**src/rtl/adc_acq_scheduler.sv**
```systemverilog
// Arbitrates one SAR ADC between the EMG and BioZ sequencers: EMG priority with a
// BioZ starvation guard, and EMG requests are blanked around stimulation pulses.
module adc_acq_scheduler #(
    parameter int CONV_CYCLES  = 13,
    parameter int BLANK_TAIL   = 20,
    parameter int STARVE_LIMIT = 64
) (
    input  logic       CLK,
    input  logic       RESET,
    input  logic       ENABLE,
    input  logic       CAT_ST,
    input  logic       ANO_ST,
    input  logic       DIS_ST,
    input  logic       EMG_REQ,
    input  logic       BIOZ_REQ,
    output logic       ADC_START,
    output logic       ADC_SRC,
    output logic       ADC_BUSY,
    output logic       EMG_VALID,
    output logic       BIOZ_VALID,
    output logic       EMG_TAINT,
    output logic       BLANK,
    output logic       EMG_DROP,
    output logic       REQ_OVERRUN,
    output logic [7:0] EMG_DROP_CNT
);
    localparam int CNT_W  = $clog2(CONV_CYCLES);
    localparam int TAIL_W = $clog2(BLANK_TAIL + 1);
    localparam logic [7:0] STARVE_L = 8'(STARVE_LIMIT);

    typedef enum logic {IDLE, CONV} state_t;

    state_t            state;
    logic [CNT_W-1:0]  conv_cnt;
    logic [TAIL_W-1:0] tail_cnt;
    logic              emg_pend;
    logic              bioz_pend;
    logic              taint;
    logic [7:0]        bioz_wait;

    logic stim_any, blank_now, emg_drop_now, emg_ok, bioz_ok;
    logic emg_eff, bioz_eff, can_grant, pick_bioz, grant_emg, grant_bioz;

    function automatic logic [7:0] sat_inc8(input logic [7:0] v);
        return (v == 8'hFF) ? v : v + 8'd1;
    endfunction

    assign stim_any     = CAT_ST | ANO_ST | DIS_ST;
    assign blank_now    = stim_any | (tail_cnt != '0);
    assign emg_drop_now = EMG_REQ & blank_now;
    assign emg_ok       = EMG_REQ & ENABLE & ~blank_now;
    assign bioz_ok      = BIOZ_REQ & ENABLE;

    // A request arriving at the grant edge competes immediately, giving one-cycle latency.
    assign emg_eff    = (emg_pend & ~emg_drop_now) | emg_ok;
    assign bioz_eff   = bioz_pend | bioz_ok;
    assign can_grant  = (state == IDLE) & ENABLE & (emg_eff | bioz_eff);
    assign pick_bioz  = bioz_eff & ~(emg_eff & (bioz_wait < STARVE_L));
    assign grant_emg  = can_grant & ~pick_bioz;
    assign grant_bioz = can_grant & pick_bioz;

    always_ff @(posedge CLK) begin
        if (RESET) begin
            state        <= IDLE;
            conv_cnt     <= '0;
            tail_cnt     <= '0;
            emg_pend     <= 1'b0;
            bioz_pend    <= 1'b0;
            taint        <= 1'b0;
            bioz_wait    <= '0;
            ADC_START    <= 1'b0;
            ADC_SRC      <= 1'b0;
            ADC_BUSY     <= 1'b0;
            EMG_VALID    <= 1'b0;
            BIOZ_VALID   <= 1'b0;
            EMG_TAINT    <= 1'b0;
            BLANK        <= 1'b0;
            EMG_DROP     <= 1'b0;
            REQ_OVERRUN  <= 1'b0;
            EMG_DROP_CNT <= '0;
        end else begin
            if (stim_any)
                tail_cnt <= TAIL_W'(BLANK_TAIL);
            else if (tail_cnt != '0)
                tail_cnt <= tail_cnt - TAIL_W'(1);
            BLANK    <= blank_now;
            EMG_DROP <= emg_drop_now;
            if (emg_drop_now)
                EMG_DROP_CNT <= sat_inc8(EMG_DROP_CNT);
            REQ_OVERRUN <= (emg_ok & emg_pend & ~grant_emg) | (bioz_ok & bioz_pend & ~grant_bioz);

            // A granted source keeps its flag only if a fresh request lands on top of an old one.
            if (!ENABLE) begin
                emg_pend  <= 1'b0;
                bioz_pend <= 1'b0;
                bioz_wait <= '0;
            end else begin
                emg_pend  <= grant_emg ? (emg_pend & emg_ok) : emg_eff;
                bioz_pend <= grant_bioz ? (bioz_pend & bioz_ok) : bioz_eff;
                if (grant_bioz)
                    bioz_wait <= '0;
                else if (bioz_pend)
                    bioz_wait <= sat_inc8(bioz_wait);
            end

            ADC_START  <= 1'b0;
            EMG_VALID  <= 1'b0;
            BIOZ_VALID <= 1'b0;
            EMG_TAINT  <= 1'b0;
            case (state)
                IDLE: begin
                    if (can_grant) begin
                        state     <= CONV;
                        ADC_START <= 1'b1;
                        ADC_BUSY  <= 1'b1;
                        ADC_SRC   <= grant_bioz;
                        conv_cnt  <= CNT_W'(CONV_CYCLES - 1);
                        taint     <= 1'b0;
                    end
                end
                CONV: begin
                    if (stim_any && !ADC_SRC)
                        taint <= 1'b1;
                    if (conv_cnt == '0) begin
                        state      <= IDLE;
                        ADC_BUSY   <= 1'b0;
                        EMG_VALID  <= ~ADC_SRC;
                        BIOZ_VALID <= ADC_SRC;
                        EMG_TAINT  <= ~ADC_SRC & (taint | stim_any);
                    end else begin
                        conv_cnt <= conv_cnt - CNT_W'(1);
                    end
                end
                default: state <= IDLE;
            endcase
        end
    end
endmodule

```
**config.mk**
```make
export PLATFORM = sky130hd
export DESIGN_NAME = adc_acq_scheduler
export DESIGN_NICKNAME = d
export VERILOG_FILES = /design/src/rtl/adc_acq_scheduler.sv
export SDC_FILE = /design/constraint.sdc
export NUM_CORES = 1
export LEC_CHECK = 0
export BUFFER_PORTS_ARGS = -buffer_cell sky130_fd_sc_hd__buf_2
export CORE_MARGIN = 2
export CORE_UTILIZATION = 25
export CTS_CLUSTER_DIAMETER = 60
export DETAILED_ROUTE_END_ITERATION = 12
export GPL_TIMING_DRIVEN = 0
export PLACE_DENSITY = 0.48
export RECOVER_POWER = 100
export SYNTH_ARGS = -nofsm -noshare
export SYNTH_HDL_FRONTEND = slang
export SYNTH_SLANG_ARGS = --single-unit
```
**constraint.sdc**
```tcl
create_clock -name CLK -period 1.85 [get_ports CLK]
set_input_delay 0.37 -clock CLK [delete_from_list [all_inputs] [get_ports CLK]]
set_output_delay 0.37 -clock CLK [all_outputs]
set_load 0.01 [all_outputs]
```
==> results_dict.tcl, run 1 <==
set metrics [dict create \
    synth_seq_area_share_pct 40.51 \
    max_slew_violation_count 0 \
    wl_per_cell_um 12.94 \
    sequential_cell_area_um2 763.2 \
    die_area_um2 8221 \
    required_ns 2.04 \
    maximum_number_of_pins_on_one_net_before_global_route_repair 13 \
    met2WireLength_mm 2.030 \
    place.gp.congestion 0.7389 \
    fillerInstances 792 \
    globalRoute.totalOverflow 0 \
    detailedRoute.firstPassIterationCount 4 \
    detailedRoute.firstIterationViolations 55 \
    post_synth.cell_area_avg_um2 9.029 \
    cts_hold_buffers 0 \
    grt_pass1_vias 1557 \
    tightest_slew_ns 0.5850 \
    tritoncts "yes" \
    timing.critical_path.from "tail_cnt[1]$_SDFFE_PP0P_" \
    failing_checks "setup timing" \
    max_stage_delay_on_crit_path_ns 0.46 \
    setup.worst_path.start_class "flip-flop" \
    cts_htree_levels 2 \
    worstPathCellList "inv_2, ha_4, or4b_4, buf_6, o21ai_4, buf_6, a2111oi_2, a31o_1" \
    yosys_most_used_dff "dfxtp_1" \
    path_type_of_the_worst_setup_path "flip-flop to flip-flop" \
    run_status "finished with violations" \
    initial_core_util_pct 25.89 \
    critical_path.endpoint_type "flip-flop" \
    drcViolationCount 0 \
    post_route_cells_drive_above_1_share_pct 23.97 \
    synth-async-reset-ratio_pct 0 \
    grt_first_pass_wirelength_mm 7.279 \
    whs_path_depth 3 \
    initial_antenna_violation_count 0 \
    timing.hold.worst.start "BIOZ_REQ" \
    period_minus_slack_ns 1.883 \
    numClockSinks 38 \
    synthesis.yosys.warnings 0 \
    worst_hold_path_type "input port to flip-flop" \
    total_leakage_power_nw 0.8186 \
    number_of_enable_type_register_cells_in_the_synthesized_netlist 0 \
    number_of_standard_cells_after_synthesis 208 \
    port-buffer-count 22 \
    clock_latency_ns 0.29 \
    topRoutingLayerUsed "met4" \
    synth_cell_type_count 56 \
    path_clk_slew_ns 0.08 \
    timing_hold_violations_final 0 \
    ctsLongestPathBuffers 2 \
    post_synth_net_total 221 \
    core-area_um2 7253 \
    crit_top_cell "buf_6" \
    numCtsBuffers 5 \
    post_synthesis_to_final_layout_area_growth_pct 22.98 \
    slew_headroom_pct 61.00 \
    clock.fmax_ghz 0.5311 \
    routed_wirelength_mm 4.411 \
    rr_startpoint "tail_cnt[1]$_SDFFE_PP0P_" \
    routed-wl-met3_um 121 \
    placement_rows 31 \
    final_min_period_over_clock_period_pct 101.8 \
    dieHeight_um 90.67 \
    die_width_um 90.67 \
    finish.utilization_pct 31.84 \
    antennaDiodeCount 0 \
    critical_path_cell_count 8 \
    r2r_cells 8 \
    setup_viol_count_final 2 \
    rsz0062_at_grt "true" \
    vias 1643 \
    power_density_nw_per_um2 737.2 \
    dp_hpwl_mm 2.976 \
    number_of_antenna_violating_nets_in_the_routed_design 0 \
    detail_route.wirelength.met1_mm 2.213 \
    crit_fanout 6 \
    multi_input_comb_area_um2 1084 \
    cts_root_buf "clkbuf_8" \
    finalNetCount 254 \
    synthesis.area_um2 1878 \
    critical_path_arrival_ns 2.07 \
    route.detailed.vias_per_inst 4.818 \
    layoutNonFillerInstCount 341 \
    cp_top_family "compound AO/OA/AOI/OAI gates" \
    irDropWorstVdd_mv 0.2257 \
    drv.max_cap_violation_count 0 \
    worst_slack_ns -0.03279 \
    numPlacedInstances 329 \
    worst_clock_skew_ns 0.01002 \
    critical_path.n_buffers_inverters 3 \
    io-pin-count 25 \
    synth_seq_cells 38 \
    critical_path.slowest_cell "or4b_4" \
    grt_use_total_pct 10.97 \
]
==> path summary, 6_finish.rpt <==
check,to,slack [ns]
setup / recovery,ADC_SRC$_SDFFE_PP0P_,-0.03
setup reg to reg,ADC_SRC$_SDFFE_PP0P_,-0.03
hold reg to reg,ADC_BUSY$_SDFFE_PP0P_,0.46
hold / removal,REQ_OVERRUN$_SDFF_PP0_,0.36
==> power breakdown <==
part           leakage (nW)  switching, mW  internal [mW]
sequential            0.311         0.0271          0.849
clock                0.0472          0.295          0.300
combinational         0.461          0.134         0.0971
==> registers in the layout (all words and copies together), names as in the netlist, 4 cells and up <==
register and flops:
EMG_DROP_CNT 8, bioz_wait 8, tail_cnt 5, conv_cnt 4
==> final cells by class <==
| type | instances | share of cell area (%) |
|---|---|---|
| Multi-Input combinational cell | 146 | 46.91 |
| Timing Repair Buffer | 26 | 5.796 |
| Buffer | 14 | 3.034 |
| Clock inverter | 2 | 0.5417 |
| Inverter | 10 | 1.733 |
| Sequential cell | 38 | 33.04 |
| Clock buffer | 6 | 3.575 |
| Tap cell | 99 | 5.363 |
==> per-stage QoR <==
stage	TNS, ns	hold WS, ns	power [mW]	instance area (µm²)	setup slack, ns
after floorplan	0	0.4343	1.039	1878	0.04131
after global placement	-1.614	0.4461	1.099	2112	-0.2093
after detailed placement	-1.585	0.4496	1.100	2112	-0.2474
after CTS	-0.01113	0.3614	1.711	2235	-0.01113
after global routing	-0.7690	0.3766	1.796	2310	-0.09873
final	-0.03502	0.3619	1.703	2310	-0.03279
==> layout by cell type (no fill, tap or decap), types with 4 or more instances in the layout <==
cell type | synthesis | layout
a21oi_1 | 12 | 11
nand2_1 | 14 | 14
buf_2 | 1 | 16
nand3_1 | 8 | 8
nor3_1 | 7 | 7
a31oi_1 | 4 | 4
clkbuf_1 | 10 | 17
or4_1 | 5 | 4
o21ai_0 | 5 | 5
o31ai_1 | 6 | 6
dfxtp_1 | 38 | 36
nor2_1 | 15 | 15
clkbuf_8 | 0 | 6
xnor2_1 | 4 | 4
inv_1 | 10 | 8
==> cells by family (layout without fill, tap and decap cells) <==
| family | after synthesis | count (layout) | share of synthesized area, % |
|---|---|---|---|
| AO/OA/AOI/OAI | 52 | 52 | 21.32 |
| XOR/XNOR | 5 | 5 | 2.332 |
| adder cells (fa/ha/maj) | 5 | 5 | 3.331 |
| buffers and inverters | 24 | 58 | 5.663 |
| flip-flops | 38 | 38 | 40.51 |
| multiplexers | 4 | 4 | 2.199 |
| AND/OR/NAND/NOR | 80 | 80 | 24.65 |
==> cells in the mapped netlist (2+ instances only) <==
cell / n / area share [%]
and3_1: 3 / 1.0
inv_1: 10 / 2.0
nor2_1: 15 / 3.0
ha_1: 5 / 3.3
or4_1: 5 / 2.0
nor3_1: 7 / 1.9
mux2i_1: 3 / 1.6
a31oi_1: 4 / 1.3
dfxtp_1: 38 / 41
nor3b_1: 3 / 1.2
nor2b_1: 4 / 1.3
o21ai_0: 5 / 1.3
or3_1: 2 / 0.67
nand2_1: 14 / 2.8
xnor2_1: 4 / 1.9
o31ai_1: 6 / 2.4
a311oi_1: 2 / 0.93
a21oi_1: 12 / 3.2
nand2b_1: 3 / 1.0
nor4_1: 2 / 0.67
a21boi_0: 2 / 0.80
and4_1: 3 / 1.4
o2111ai_1: 2 / 0.93
nor3_2: 3 / 1.6
buf_6: 2 / 1.2
a211oi_2: 3 / 2.0
nand3_1: 8 / 2.1
clkbuf_1: 10 / 2.0
==> timing repair <==
action / in CTS / in global routing
pin swaps: 2 / 6
endpoints found under the setup margin: 23 / 25
resized for setup: 5 / 19
buffers inserted: 1 / 2
cloned: 1 / 0
==> routing by layer <==
| layer | track usage [%] | up-vias |
|---|---|---|
| li1 | - | 839 |
| met1 | 14.68 | 780 |
| met2 | 16.67 | 20 |
| met3 | 3.589 | 4 |
| met4 | 3.462 | 0 |
| met5 | 0 | - |
==> worst reg2reg max path: cells and delay by family (launching register included) <==
| family | cells | cell delay (ns) |
|---|---|---|
| and+or+nand+nor | 1 | 0.46 |
| AOI/OAI and AO/OA | 3 | 0.48 |
| buffers and inverters | 3 | 0.39 |
| adders and majority gates | 1 | 0.13 |
| DFF | 1 | 0.33 |
Power figures use the tool's default switching activity.
==> run 2, diff against run 1 <==
- CORE_UTILIZATION: 25 -> 40
- PLACE_DENSITY: 0.48 -> 0.67
- RECOVER_POWER: 100 -> default
==> results_dict.tcl, run 2 (synthesis results as in run 1) <==
set metrics [dict create \
    power_density_nw_per_um2 800.3 \
    maximum_number_of_pins_on_one_net_before_global_route_repair 13 \
    clock.fmax_ghz 0.5472 \
    critical_path.endpoint_type "flip-flop" \
    setup.worst_path.start_class "flip-flop" \
    tightest_slew_ns 0.5479 \
    cts_htree_levels 2 \
    die_area_um2 5259 \
    cts_root_buf "clkbuf_8" \
    most-common-layout-cells "dfxtp_1, buf_2, nor2_1, nand2_1, a21oi_1" \
    grt_pass1_vias 1441 \
    antennaDiodeCount 0 \
    finalNetCount 252 \
    finish.utilization_pct 50.39 \
    post_synthesis_to_final_layout_area_growth_pct 19.25 \
    period_minus_slack_ns 1.828 \
    pre_cts_ws_ns -0.1544 \
    worst_slack_ns 0.02240 \
    setup.reg_to_reg.worst_slack_ns 0.02 \
    path_clk_slew_ns 0.08 \
    irDropWorstVdd_mv 0.2756 \
    die_width_um 72.52 \
    final_min_period_over_clock_period_pct 98.79 \
    globalRouteMet2Util_pct 23.94 \
    drv.max_cap_violation_count 0 \
    routed_wirelength_mm 3.973 \
    clock_latency_ns 0.29 \
    grt.met3_usage_pct 4.583 \
    placement_rows 24 \
    multi_input_comb_area_um2 1066 \
    layout.cells.most_common "dfxtp_1" \
    sequential_cell_area_um2 763.2 \
    max_slew_violation_count 0 \
    dieHeight_um 72.52 \
    rsz0062_at_grt "true" \
    fillerInstances 429 \
    globalRoute.busiestLayer "met2" \
    critical_path_arrival_ns 2.02 \
    path_type_of_the_worst_setup_path "flip-flop to flip-flop" \
    place.gp.congestion 0.8191 \
    timing_hold_violations_final 0 \
    grt_first_pass_wirelength_mm 6.382 \
    setup_viol_count_final 0 \
    vias 1632 \
    whs_ns 0.3525 \
    drcViolationCount 0 \
    numCtsBuffers 5 \
    initial_antenna_violation_count 0 \
    worst_hold_path_type "input port to flip-flop" \
    cts_hold_buffers 0 \
    ctsLongestPathBuffers 2 \
    slew_headroom_pct 63.47 \
    post_route_cells_drive_above_1_share_pct 25.83 \
    detailedRoute.firstIterationViolations 94 \
    run_status "completed" \
    total_leakage_power_nw 0.8415 \
    reg.largest.list "EMG_DROP_CNT x8, bioz_wait x8, tail_cnt x5" \
    globalRoute.totalOverflow 0 \
    tritoncts "yes" \
    route.detailed.vias_per_inst 5.589 \
    io-pin-count 25 \
    worst_clock_skew_ns 0.007146 \
    met1_use_gr_pct 20.31 \
    core-area_um2 4444 \
    required_ns 2.04 \
    wl_per_cell_um 13.61 \
    detailedRoute.firstPassIterationCount 4 \
    initial_core_util_pct 42.26 \
    crit_fanout 6 \
    number_of_antenna_violating_nets_in_the_routed_design 0 \
    finalSetupTns_ns 0 \
    grt_use_total_pct 15.65 \
    port-buffer-count 22 \
    numClockSinks 38 \
    dp_hpwl_mm 2.699 \
]
[run 2: report_power, final]
part	leakage (nW)	internal (mW)	switching, mW	total (mW)
Clock	0.0579	0.397	0.301	0.698
Sequential	0.311	0.849	0.0288	0.878
Combinational	0.473	0.0918	0.124	0.216
Total	0.842	1.34	0.454	1.79
[run 2: routing by layer]
layer,part of all wire [%],wire length (µm)
met1,48,1913
met2,47,1878
met3,2.9,116
met4,1.6,65
met5,0,0
[run 2: metrics by stage]
| stage | cells | total power [mW] | instance area, µm² |
|---|---|---|---|
| 2_1_floorplan | 208 | 1.039 | 1878 |
| 3_3_place_gp | 282 | 1.094 | 2053 |
| 3_5_place_dp | 282 | 1.096 | 2053 |
| 4_1_cts | 292 | 1.807 | 2200 |
| 5_1_grt | 292 | 1.871 | 2240 |
| 6_report | 292 | 1.792 | 2240 |
[run 2: area by class of cell]
type                            count  area share, %
Tap cell                           52          2.905
Timing Repair Buffer               26          6.425
Multi-Input combinational cell    146          47.60
Sequential cell                    38          34.08
Inverter                           10          1.676
Clock inverter                      3          1.788
Clock buffer                        5          3.073
Buffer                             12          2.458
[run 2: critical path, stage by stage, from the launching register on]
cell and delay, ns:
dfxtp_2 0.33, inv_2 0.07, ha_4 0.13, or4b_4 0.53, o21ai_4 0.25, buf_6 0.15, a2111oi_2 0.06, a31o_1 0.19
[run 2: path summary, 6_finish.rpt]
path,end,start,depth (start not counted)
worst min-delay path,REQ_OVERRUN$_SDFF_PP0_,BIOZ_REQ,3
worst max-delay path,ADC_SRC$_SDFFE_PP0P_,tail_cnt[0]$_SDFFE_PP0P_,7
worst min register to register,ADC_BUSY$_SDFFE_PP0P_,ADC_BUSY$_SDFFE_PP0P_,2
worst max register to register,ADC_SRC$_SDFFE_PP0P_,tail_cnt[0]$_SDFFE_PP0P_,7
[run 2: repair_timing]
item / CTS / global route
cloned: 1 / 0
resized for setup: 8 / 9
setup endpoints to repair: 24 / 23
hold endpoints to repair: 0 / 0
pin swaps: 1 / 3
setup buffers: 2 / 1
==> run 3, diff against run 2 <==
- HOLD_SLACK_MARGIN: default -> 0.08
- PLACE_DENSITY: 0.67 -> default
==> results_dict.tcl, run 3 (synthesis results as in run 1) <==
set metrics [dict create \
    rsz0062_at_grt "true" \
    detailedRoute.firstIterationViolations 94 \
    pre_cts_ws_ns -0.1563 \
    die_width_um 72.52 \
    grt_use_total_pct 16.49 \
    numClockSinks 38 \
    route.detailed.vias_per_inst 5.392 \
    most-common-layout-cells "dfxtp_1, buf_2, nor2_1, nand2_1, a21oi_1" \
    path_type_of_the_worst_setup_path "flip-flop to flip-flop" \
    ctsLongestPathBuffers 2 \
    whs_ns 0.3527 \
    core-area_um2 4444 \
    rr_startpoint "tail_cnt[0]$_SDFFE_PP0P_" \
    setup.reg_to_reg.worst_slack_ns 0.02 \
    place.gp.congestion 0.7798 \
    post_synthesis_to_final_layout_area_growth_pct 18.39 \
    rr_endpoint "ADC_SRC$_SDFFE_PP0P_" \
    r2r_cells 7 \
    max_stage_delay_on_crit_path_ns 0.54 \
    drcViolationCount 0 \
    topRoutingLayerUsed "met4" \
    total_leakage_power_nw 0.8332 \
    drv.max_cap_violation_count 0 \
    port-buffer-count 22 \
    setup.worst_path.start_class "flip-flop" \
    number_of_antenna_violating_nets_in_the_routed_design 0 \
    critical_path.slowest_cell "or4b_4" \
    critical_path.n_buffers_inverters 2 \
    power_density_nw_per_um2 757.2 \
    dp_hpwl_mm 2.811 \
    routed-wl-met3_um 99 \
    critical_path.endpoint_type "flip-flop" \
    cts_hold_buffers 0 \
    clock_latency_ns 0.29 \
    timing.critical_path.to "ADC_SRC$_SDFFE_PP0P_" \
    detail_route.wirelength.met1_mm 1.991 \
    path_clk_slew_ns 0.08 \
    met2WireLength_mm 1.827 \
    required_ns 2.04 \
    numCtsBuffers 5 \
    tritoncts "yes" \
    critical_path_cell_count 7 \
    grt_first_pass_wirelength_mm 6.962 \
    worst_hold_path_type "input port to flip-flop" \
    routed_wirelength_mm 3.960 \
    cp_top_family "simple AND/OR/NAND/NOR gates" \
    worstPathCellList "inv_4, ha_4, or4b_4, o21ai_4, buf_6, a2111oi_2, a31o_1" \
    grt_pass1_vias 1537 \
    initial_antenna_violation_count 0 \
    slew_headroom_pct 66.11 \
    cts_root_buf "clkbuf_8" \
    crit_fanout 8 \
    critical_path_arrival_ns 2.01 \
    period_minus_slack_ns 1.825 \
    timing_hold_violations_final 0 \
    wl_per_cell_um 13.52 \
    vias 1580 \
    clock.fmax_ghz 0.5479 \
    worst_clock_skew_ns 0.006079 \
    timing.critical_path.from "tail_cnt[0]$_SDFFE_PP0P_" \
    placed_cell_area_um2 2053 \
    finalNetCount 253 \
    globalRoute.totalOverflow 0 \
    die_area_um2 5259 \
    max_slew_violation_count 0 \
    reg.largest.list "EMG_DROP_CNT x8, bioz_wait x8, tail_cnt x5" \
    initial_core_util_pct 42.26 \
    setup_viol_count_final 0 \
    irDropWorstVdd_mv 0.3971 \
    io-pin-count 25 \
    maximum_number_of_pins_on_one_net_before_global_route_repair 12 \
    antennaDiodeCount 0 \
    post_route_cells_drive_above_1_share_pct 25.73 \
    timing.hold.worst.start "BIOZ_REQ" \
    finalPower_mw 1.684 \
    final_min_period_over_clock_period_pct 98.66 \
    layout.cells.most_common "dfxtp_1" \
    dieHeight_um 72.52 \
    detailedRoute.firstPassIterationCount 4 \
    placement_rows 24 \
    cts_htree_levels 2 \
    run_status "completed" \
    design_area_um2 2223 \
    tightest_slew_ns 0.5083 \
    worst_slack_ns 0.02480 \
]
## run 3: per-stage QoR
step           std cells  setup TNS, ns  utilization, %
2_1_floorplan        208              0               -
3_5_place_dp         282        -0.9537           46.20
4_1_cts              292              0           48.85
6_report             293              0           50.03
5_1_grt              293        -0.4100           50.03
3_3_place_gp         282         -1.116           46.20
## run 3: final cells by class
class | count | area, µm²
flip-flops and latches | 38 | 763.2
repair buffers | 26 | 137.6
well taps | 52 | 65.06
inverters | 10 | 40.04
plain buffers | 13 | 58.81
fillers | 444 | 2221
clock buffers | 7 | 86.33
multi-input cells | 146 | 1067
clock inverters | 1 | 5.005
## run 3: how the worst min path moves through the flow
stage,endpoint,slack [ns],cells after the start
global route,REQ_OVERRUN$_SDFF_PP0_,0.36,3
global placement,ADC_BUSY$_SDFFE_PP0P_,0.44,2
detailed placement,ADC_BUSY$_SDFFE_PP0P_,0.45,2
floorplan,EMG_TAINT$_SDFF_PP0_,0.43,1
CTS,REQ_OVERRUN$_SDFF_PP0_,0.34,3
finish,REQ_OVERRUN$_SDFF_PP0_,0.35,3
## run 3: report_power, final
group	internal [mW]	switching (mW)	total, mW
registers	0.849	0.0255	0.875
clock network	0.301	0.289	0.590
logic	0.0909	0.128	0.219
total	1.24	0.442	1.68
## run 3: worst min-delay path: cells and delay by family
family	cells	cell delay, ns
AO/OA/AOI/OAI	1	0.05
buffers and inverters	1	0.12
AND/OR/NAND/NOR	1	0.06
## run 3: repair_timing
action,in CTS,in global routing
gates cloned,1,0
pin swaps,1,4
resized for setup,5,12
endpoints found under the setup margin,19,25
buffers inserted,2,1
## run 3: routing by layer
metal  global-route usage, %  vias to the layer above
li1                        -                      831
met1                   22.28                      728
met2                   26.57                       15
met3                   3.750                        6
met4                   4.321                        0
met5                       0                        -
